### config.mk
export PLATFORM = sky130hd
export DESIGN_NAME = led_sequencer
export DESIGN_NICKNAME = d
export VERILOG_FILES = /design/src/rtl/led_sequencer.sv
export SDC_FILE = /design/constraint.sdc
export NUM_CORES = 1
export LEC_CHECK = 0
export BUFFER_PORTS_ARGS = -buffer_cell sky130_fd_sc_hd__clkbuf_2
export CORE_MARGIN = 5
export CORE_UTILIZATION = 55
export CTS_CLUSTER_DIAMETER = 120
export DETAILED_ROUTE_END_ITERATION = 8
export PLACE_DENSITY = 0.73
export SLEW_MARGIN = 20
export SYNTH_ARGS = -nofsm -noshare
export SYNTH_HDL_FRONTEND = slang
export SYNTH_SLANG_ARGS = --single-unit
### constraint.sdc
create_clock -name clk_in -period 2.35 [get_ports clk_in]
set_clock_uncertainty 0.1 [all_clocks]
set_input_delay 0.1175 -clock clk_in [delete_from_list [all_inputs] [get_ports clk_in]]
set_output_delay 0.1175 -clock clk_in [all_outputs]
set_load 0.01 [all_outputs]
### src/rtl/led_sequencer.sv
// LED pattern sequencer driven by the half-period timer's square wave.
// Every level change of tick_in advances the selected pattern by one step.
module led_sequencer #(
    parameter int LEDS       = 6,
    parameter bit ACTIVE_LOW = 1'b1
) (
    input  logic            clk_in,
    input  logic            reset,
    input  logic            tick_in,
    input  logic [1:0]      mode,
    input  logic            pause,
    output logic [LEDS-1:0] led
);

    localparam int PW = $clog2(LEDS);

    localparam logic [LEDS-1:0] MASK    = {LEDS{ACTIVE_LOW}};
    localparam logic [LEDS-1:0] ONE     = LEDS'(1);
    localparam logic [PW-1:0]   POS_TOP = PW'(LEDS - 1);
    localparam logic [PW-1:0]   POS_ONE = PW'(1);

    typedef enum logic [1:0] {
        M_COUNT  = 2'd0,
        M_WALK   = 2'd1,
        M_BOUNCE = 2'd2,
        M_BLINK  = 2'd3
    } mode_e;

    logic            tick_q, tick_d;
    mode_e           mode_q, mode_d;
    logic [LEDS-1:0] pat_q, pat_d;
    logic [PW-1:0]   pos_q, pos_d;
    logic            dir_q, dir_d;
    logic [LEDS-1:0] led_q, led_d;

    mode_e mode_sel;
    logic  step;

    assign mode_sel = mode_e'(mode);
    assign step     = tick_in ^ tick_q;

    always_comb begin
        tick_d = tick_in;
        mode_d = mode_q;
        pat_d  = pat_q;
        pos_d  = pos_q;
        dir_d  = dir_q;
        led_d  = pat_q ^ MASK;

        // A mode change wins over a coincident step, even while paused.
        if (mode_sel != mode_q) begin
            mode_d = mode_sel;
            pos_d  = '0;
            dir_d  = 1'b0;
            unique case (mode_sel)
                M_COUNT,
                M_BLINK:  pat_d = '0;
                M_WALK,
                M_BOUNCE: pat_d = ONE;
            endcase
        end else if (step && !pause) begin
            unique case (mode_q)
                M_COUNT: pat_d = pat_q + ONE;
                M_WALK:  pat_d = {pat_q[LEDS-2:0], pat_q[LEDS-1]};
                M_BOUNCE: begin
                    // Reverse on the end LED itself, so neither end dwells.
                    if (!dir_q) begin
                        if (pos_q == POS_TOP) begin
                            dir_d = 1'b1;
                            pos_d = POS_TOP - POS_ONE;
                        end else begin
                            pos_d = pos_q + POS_ONE;
                        end
                    end else begin
                        if (pos_q == '0) begin
                            dir_d = 1'b0;
                            pos_d = POS_ONE;
                        end else begin
                            pos_d = pos_q - POS_ONE;
                        end
                    end
                    pat_d = ONE << pos_d;
                end
                M_BLINK: pat_d = ~pat_q;
            endcase
        end
    end

    always_ff @(posedge clk_in) begin
        if (!reset) begin
            tick_q <= 1'b0;
            mode_q <= M_COUNT;
            pat_q  <= '0;
            pos_q  <= '0;
            dir_q  <= 1'b0;
            led_q  <= MASK;
        end else begin
            tick_q <= tick_d;
            mode_q <= mode_d;
            pat_q  <= pat_d;
            pos_q  <= pos_d;
            dir_q  <= dir_d;
            led_q  <= led_d;
        end
    end

    assign led = led_q;

endmodule

==> flow_summary_export.csv, run 1 <==
group,metric,value,unit
cts,clk-insertion-delay-late,290,ps
finish,diodes,0,
cts,cts_setup_buffers,0,
timing,setup_viol,0,
cts,cts_hold_buf,1,
setup_path,crit_type,"reg2reg",
synthesis,postSynthAreaPerCell,8.13,um^2
global_routing,antenna_found_initial,0,
timing,fmax,0.527,GHz
synthesis,synth-edff-count,0,
cts,clockBufferDepth,2,
finish,syn_to_final_growth,5.84,%
timing,final_min_period_over_clock_period,80.7,%
global_routing,grt_pass1_wl,4120,um
synthesis,synth_flop_cell,"dfxtp_1",
synthesis,synth_commonest_cells,"19 x dfxtp_1, 15 x a21oi_1, 11 x nand2_1, 8 x o21ai_0",
timing,tns,0,ps
cts,path_clk_slew,100,ps
cts,cts_tree,"built",
floorplan,core.rowCount,16,
timing,drv_slew,0,
pwr,cellPowerDensity,502,nW/um^2
global_routing,gr-usage-all-layers,18.8,%
placement,dp_hpwl,1650,um
setup_path,worst-path-buf-inv,0,
floorplan,die_x,55.0,um
route,wirelength,2260,um
finish,fill_cells,185,
cts,root_buffer,"clkbuf_4",
synthesis,synth_fa_ha_area_share,1.12,%
cts,cts_sinks,19,
synthesis,yosysMostFrequentCell,"dfxtp_1",
setup_path,crit_family,"flip-flops",
global_routing,gr-total-overflow,0,
setup_path,worstPathArrival,2020,ps
route,dr.pass1.iters,4,
route,viasPerCell,6.02,
floorplan,pin_count,12,
synthesis,synth_area,1110,um^2
synthesis,synth_compound_gate_area_share,25.1,%
setup_path,end_kind,"flip-flop",
global_routing,grt_max_degree,22,
setup_path,cp_max_fo,21,
synthesis,ys_async_sr_fraction,0,%
synthesis,synth_seq_area_share,34.2,%
pwr,power,0.592,mW
timing,worst_slew_pin_slew,669,ps
cts,numCtsBuffers,3,
synthesis,yosys_warnings,0,
timing,rsz0062_at_grt,"no",
timing,relSlewSlack,55.4,%
setup_path,start_kind,"flip-flop",
synthesis,synth_xor_area_share,3.82,%
cts,post_cts_resized,0,
route,drc,0,
timing,hold_viol_final,0,
route,via_count,1018,
synthesis,ys_ff_latch,19,
setup_path,path_cells,"nand2b_4 -> nor3_4 -> nor4b_1 -> o21ai_0 -> a21oi_1",
synthesis,synth_top_family_by_area,"simple AND/OR/NAND/NOR gates",
synthesis,synth_top_area_cell,"dfxtp_1",
floorplan,start_util,57.3,%
run_status,outcome,"finished clean",
floorplan,dieArea,3020,um^2
route,drtIter0Drc,16,
placement,port_buffers,11,
synthesis,synth_mux_area_share,0.899,%
pwr,vdd_drop_max,0.409,mV
pwr,power_leakage,0.396,nW
cts,cts_max_level,1,
synthesis,netlist_top_cells_area,"dfxtp_1 34%, a21oi_1 6.7%, nand2_1 3.7%",
placement,place_congestion,0.847,
setup_path,critPathRequiredTime,2470,ps
run,drv_cap,0,
floorplan,die_y,55.0,um
timing,period_needed,1900,ps
timing,fin_hold_ws,26.4,ps
finish,drive_above_1_share,14.1,%
setup_path,cp_slowest_stage_delay,770,ps
synthesis,yosys.area_share.simple,27.9,%
finish,final_nets,150,
synthesis,synth_cells,137,
global_routing,grt_pass1_vias,938,
floorplan,core_area,1940,um^2
synthesis,ys_types,44,
min_path,min_path_type,"in2reg",
synthesis,syn-num-nets,144,
setup_path,crit_slowest_cell,"dfxtp_1",
route,wl_per_cell,13.4,um
route,ant_nets,0,
synthesis,synth.top_cell.area_share,34.2,%
-- placed cells by master, fill, tap and decap left out, drive strengths merged, types with 3 or more instances in the layout --
master,n
a2111oi,4
a21oi,15
a31oi,4
and2,4
clkbuf,15
dfxtp,19
inv,5
nand2,11
nand2b,4
nand3,4
nor2,8
nor3,8
nor4,3
o21ai,8
xnor2,4
-- state kept, by name (all words and copies together), names as in the netlist --
name,count
dir_q,1
led,6
mode_q,2
pat_q,6
pos_q,3
tick_q,1
-- routing by layer --
layer  routed length [um]  track usage (%)  part of all wire [%]  vias to the layer above
met5                    0                0                     0                        -
met4                   14             7.29                  0.62                        0
met3                   92             2.41                   4.1                        2
met2                 1050             30.5                    47                       20
met1                 1100             25.1                    49                      474
li1                     -                -                     -                      522
-- report_power, final --
group	leakage [nW]	internal, mW	total [mW]	switching, mW
combinational	0.227	0.0351	0.0823	0.0472
sequential	0.155	0.330	0.347	0.0178
clock	0.0150	0.0660	0.162	0.0960
-- path summary, 6_finish.rpt --
kind                                from                     to  slack (ps)  cells past startpoint
setup reg to reg  mode_q[1]$_SDFFE_PN0N_  pos_q[1]$_SDFFE_PP0P_         450                      5
hold reg to reg    pat_q[5]$_SDFFE_PN0P_      led[5]$_SDFF_PN1_         330                      1
hold / removal                     reset      led[5]$_SDFF_PN1_          30                      2
setup / recovery  mode_q[1]$_SDFFE_PN0N_  pos_q[1]$_SDFFE_PP0P_         450                      5
-- worst reg2reg max path, cell delays in order, from the launching register on --
cell and delay (ps):
dfxtp_1 770, nand2b_4 150, nor3_4 300, nor4b_1 260, o21ai_0 120, a21oi_1 140
-- logic make-up after synthesis --
family,Yosys count
simple gates,54
compound gates,42
flops,19
buf+inv,16
xor+xnor,4
mux,1
fa+ha+maj,1
-- area by class of cell --
cell class	instances	area, um^2	area share (%)
Multi-Input combinational cell	102	654	55.5
Timing Repair Buffer	12	65.1	5.52
Sequential cell	19	380	32.3
Inverter	5	18.8	1.59
Tap cell	27	33.8	2.87
Clock buffer	4	26.3	2.23
-- metrics by stage --
stage	utilization, %	setup slack [ps]	cell area (um^2)	cells
2_1_floorplan	-	806	1110	137
3_3_place_gp	58.8	530	1140	164
3_5_place_dp	58.8	462	1140	164
4_1_cts	60.7	440	1180	169
5_1_grt	60.7	185	1180	169
6_report	60.7	452	1180	169
(Power assumes the default switching activity.)
==> run 2, diff against run 1 <==
==> constraint.sdc (replaced) <==
create_clock -name clk_in -period 1.85 [get_ports clk_in]
set_clock_uncertainty 0.1 [all_clocks]
set_input_delay 0.0925 -clock clk_in [delete_from_list [all_inputs] [get_ports clk_in]]
set_output_delay 0.0925 -clock clk_in [all_outputs]
set_load 0.01 [all_outputs]
==> run 2 against run 1 <==
  * Largest power group unchanged
  * Count of clock-buffer cells in the layout is the same
  * Sequential cell count is the same
  * Utilization grew 3.4 points
  * Sequential share of layout area shrank 1.6 points
  * Via count grew 1.2%
  * First-iteration DRC count grew 88%
  * Die area is the same
==> flow_summary_export.csv, run 2 (synthesis results as in run 1) <==
group,metric,value,unit
run_status,outcome,"finished clean",
setup_path,critPathRequiredTime,2000,ps
finish,diodes,0,
placement,port_buffers,11,
setup_path,rr_worst_depth,5,
placement,pre_cts_ws,137,ps
cts,root_buffer,"clkbuf_4",
cts,cts_max_level,1,
setup_path,start_kind,"flip-flop",
finish,drive_above_1_share,19.5,%
timing,hold_viol_final,0,
global_routing,grt_use_met3,3.49,%
global_routing,grt_pass1_vias,950,
floorplan,pin_count,12,
timing,fmax,0.581,GHz
setup_path,crit_type,"reg2reg",
min_path,min_path_type,"in2reg",
timing,setup_viol,0,
cts,clockBufferDepth,2,
floorplan,core.rowCount,16,
global_routing,grt_pass1_wl,4160,um
route,drc,0,
global_routing,grtUsageMet2,30.9,%
finish,mostFrequentLayoutCell,"dfxtp_1",
timing,drv_slew,0,
route,viasPerCell,5.85,
floorplan,core_area,1940,um^2
route,dr.pass1.iters,4,
route,drtIter0Drc,30,
timing,final_min_period_over_clock_period,93.0,%
floorplan,dieArea,3020,um^2
timing,relSlewSlack,72.1,%
route,wl_per_cell,13.2,um
cts,cts_sinks,19,
setup_path,end_kind,"flip-flop",
finish,final_cell_mix,"18 x dfxtp_1, 15 x a21oi_1, 11 x nand2_1, 11 x clkbuf_2, 8 x o21ai_0",
timing,period_needed,1720,ps
floorplan,die_x,55.0,um
global_routing,grt_max_degree,14,
min_path,min_path_cells,2,
route,ant_nets,0,
cts,clk-insertion-delay-late,290,ps
timing,fin_hold_ws,16.5,ps
global_routing,gr-total-overflow,0,
finish,final_nets,157,
cts,cts_tree,"built",
timing,tns,0,ps
pwr,vdd_drop_max,0.503,mV
route,wirelength,2330,um
cts,path_clk_slew,110,ps
pwr,cellPowerDensity,617,nW/um^2
placement,place_congestion,0.886,
timing,rsz0062_at_grt,"yes",
floorplan,die_y,55.0,um
placement,dp_hpwl,1610,um
global_routing,antenna_found_initial,0,
run,drv_cap,0,
setup_path,cp_max_fo,8,
floorplan,start_util,57.3,%
finish,syn_to_final_growth,11.8,%
timing,fin_ws,129,ps
route,via_count,1030,
cts,numCtsBuffers,3,
global_routing,gr-usage-all-layers,18.7,%
global_routing,grt.busiest_layer,"met2",
timing,worst_slew_pin_slew,418,ps
setup_path,worstPathArrival,1870,ps
pwr,power_leakage,0.433,nW
setup_path,r2r_setup_slack,130,ps
global_routing,gr-usage-met1,24.5,%
run 2: area by class of cell:
class | count | area (um^2)
clock buffers | 4 | 26.3
flip-flops and latches | 19 | 382
repair buffers | 19 | 120
well taps | 27 | 33.8
fillers | 183 | 697
multi-input cells | 102 | 664
inverters | 5 | 18.8
run 2: where the power goes:
group | internal (mW) | switching, mW | leakage (nW) | total [mW]
registers | 0.419 | 0.0159 | 0.155 | 0.435
logic | 0.0550 | 0.0681 | 0.263 | 0.123
clock network | 0.0839 | 0.126 | 0.0150 | 0.210
run 2: path summary, 6_finish.rpt:
kind / start / to
worst max-delay path: pos_q[1]$_SDFFE_PP0P_ / pat_q[0]$_SDFFE_PN0P_
worst min-delay path: mode[1] / mode_q[1]$_SDFFE_PN0N_
worst max register to register: pos_q[1]$_SDFFE_PP0P_ / pat_q[0]$_SDFFE_PN0P_
worst min register to register: pat_q[5]$_SDFFE_PN0P_ / led[5]$_SDFF_PN1_
run 2: timing repair:
action / CTS / global route
hold buffers: 2 / 0
setup buffers: 0 / 0
setup endpoints to repair: 0 / 3
hold endpoints to repair: 7 / 0
resized for setup: 0 / 4
run 2: routing by layer:
layer	part of all wire, %	wire (um)
met5	0	0
met3	6.2	144
met2	46	1080
met1	47	1090
met4	0.43	10
run 2: worst max-delay path: stages (launching register included):
cell and delay [ps]:
dfxtp_1 460, nor2b_4 260, and3_1 200, a311oi_1 60, a2111oi_1 430, o31a_1 160
run 2: per-stage QoR:
stage,util (%),instance area (um^2),total power [mW],instances
after floorplan,-,1110,0.533,137
after global routing,64.1,1240,0.810,176
after global placement,61.1,1190,0.559,170
after CTS,63.5,1230,0.772,176
final,64.1,1240,0.768,176
after detailed placement,61.1,1190,0.560,170
==> run 3, diff against run 2 <==
--- a/config.mk
+++ b/config.mk
@@ -10,7 +10,7 @@
 export CORE_UTILIZATION = 55
 export CTS_CLUSTER_DIAMETER = 120
 export DETAILED_ROUTE_END_ITERATION = 8
-export PLACE_DENSITY = 0.73
+export PLACE_DENSITY = 0.83
 export SLEW_MARGIN = 20
 export SYNTH_ARGS = -nofsm -noshare
 export SYNTH_HDL_FRONTEND = slang
==> run 3 against run 2 <==
  * Via count up 2.4%
  * Register-to-register slack better by 30 ps
  * Largest power group unchanged
  * Final area down 0.10%
  * Worst hold slack better by 8.2 ps
  * Largest cell class unchanged
  * Utilization down 0.064 points
  * Global-route usage up 1.2 points
==> flow_summary_export.csv, run 3 (synthesis results as in run 1) <==
group,metric,value,unit
run_status,outcome,"finished clean",
floorplan,dieArea,3020,um^2
finish,stdcell_area,1240,um^2
setup_path,crit_type,"in2reg",
timing,relSlewSlack,68.8,%
cts,clk-insertion-delay-late,300,ps
timing,fmax,0.592,GHz
placement,pre_cts_ws,111,ps
global_routing,grt_max_degree,14,
setup_path,end_kind,"flip-flop",
route,wirelength,2510,um
floorplan,die_x,55.0,um
route,dr.pass1.iters,4,
cts,root_buffer,"clkbuf_4",
route,ant_nets,0,
global_routing,gr-usage-all-layers,20.0,%
finish,fill_cells,178,
pwr,power,0.772,mW
floorplan,core_area,1940,um^2
finish,diodes,0,
placement,dpl.cell_count,169,
timing,period_needed,1690,ps
timing,setup_viol,0,
route,viasPerCell,6.03,
timing,drv_slew,0,
cts,numCtsBuffers,3,
finish,final_cell_mix,"18 x dfxtp_1, 15 x a21oi_1, 11 x nand2_1, 11 x clkbuf_2, 8 x o21ai_0",
run,drv_cap,0,
global_routing,gr-total-overflow,0,
placement,port_buffers,11,
cts,cts_max_level,1,
cts,cts_setup_buffers,0,
route,wl_per_cell,14.3,um
floorplan,start_util,57.3,%
cts,cts_sinks,19,
placement,place_congestion,0.966,
finish,instances_no_fill,175,
timing,fin_ws,160,ps
pwr,cellPowerDensity,621,nW/um^2
min_path,min_path_type,"in2reg",
global_routing,antenna_found_initial,0,
placement,dp_hpwl,1790,um
cts,clockBufferDepth,2,
setup_path,critPathRequiredTime,1950,ps
finish,syn_to_final_growth,11.7,%
global_routing,grt_pass1_vias,940,
finish,final_nets,156,
pwr,power_leakage,0.433,nW
global_routing,grt_pass1_wl,4310,um
floorplan,die_y,55.0,um
timing,final_min_period_over_clock_period,91.3,%
cts,path_clk_slew,110,ps
placement,dpl-instance-area,1180,um^2
setup_path,start_kind,"input port",
route,via_count,1055,
floorplan,pin_count,12,
finish,drive_above_1_share,20.3,%
setup_path,cp_max_fo,9,
setup_path,worstPathArrival,1780,ps
timing,worst_slew_pin_slew,467,ps
route,drtIter0Drc,55,
floorplan,core.rowCount,16,
pwr,vdd_drop_max,0.456,mV
cts,cts_tree,"built",
timing,hold_viol_final,0,
finish,mostFrequentLayoutCell,"dfxtp_1",
route,drc,0,
==> run 3: cell count changes in the layout (fill, tap and decap cells not counted) <==
cell	change
a2111oi_1	-1
a2111oi_2	+1
buf_4	-1
clkbuf_1	-1
clkinv_2	+1
nor4_1	+1
nor4_2	-1
nor4b_1	-1
nor4b_2	+1
==> run 3: power by group <==
part           switching, mW  total, mW  internal, mW
Sequential            0.0172      0.436         0.419
Combinational         0.0713      0.126        0.0551
Clock                  0.129      0.210        0.0806
Total                  0.218      0.772         0.555
==> run 3: worst max-delay path, cell delays in order <==
cell           delay [ps]
dlygate4sd3_1         540
clkbuf_2              130
xnor2_2               170
nor2_2                340
o41ai_1               170
a221oi_1              260
nor3_1                 90
==> run 3: final cells by class <==
class	instances	area (um^2)	share of cell area (%)
well taps	27	33.8	2.72
repair buffers	18	113	9.05
multi-input cells	102	669	53.8
clock buffers	3	22.5	1.81
inverters	5	18.8	1.51
clock inverters	1	5.00	0.402
flip-flops and latches	19	382	30.7
==> run 3: metal layers <==
metal	wire length [um]	vias to the layer above	GRT usage [%]
li1	-	529	-
met1	1100	484	26.1
met2	1240	37	32.9
met3	128	5	2.41
met4	44	0	8.50
met5	0	-	0
==> run 3: timing repair <==
item	4_1_cts	5_1_grt
endpoints found under the setup margin	1	2
gates resized for setup	1	4
hold buffers	2	0
pin swaps	0	0
endpoints found under the hold margin	7	0
==> run 3: worst paths after layout <==
check	to	from	cells past startpoint	slack, ps
max	pat_q[1]$_SDFFE_PN0P_	tick_in	7	160
min	mode_q[0]$_SDFFE_PN0N_	mode[0]	2	20
max reg2reg	pat_q[0]$_SDFFE_PN0P_	dir_q$_SDFFE_PP0P_	5	160
min reg2reg	led[5]$_SDFF_PN1_	pat_q[5]$_SDFFE_PN0P_	1	350
==> run 3: per-stage QoR <==
stage	util, %	TNS, ps	hold WS, ps
floorplan	-	0	114
global placement	60.8	0	252
detailed placement	60.8	0	259
CTS	63.3	0	14.5
global route	64.0	-0.162	29.2
finish	64.0	0	24.7
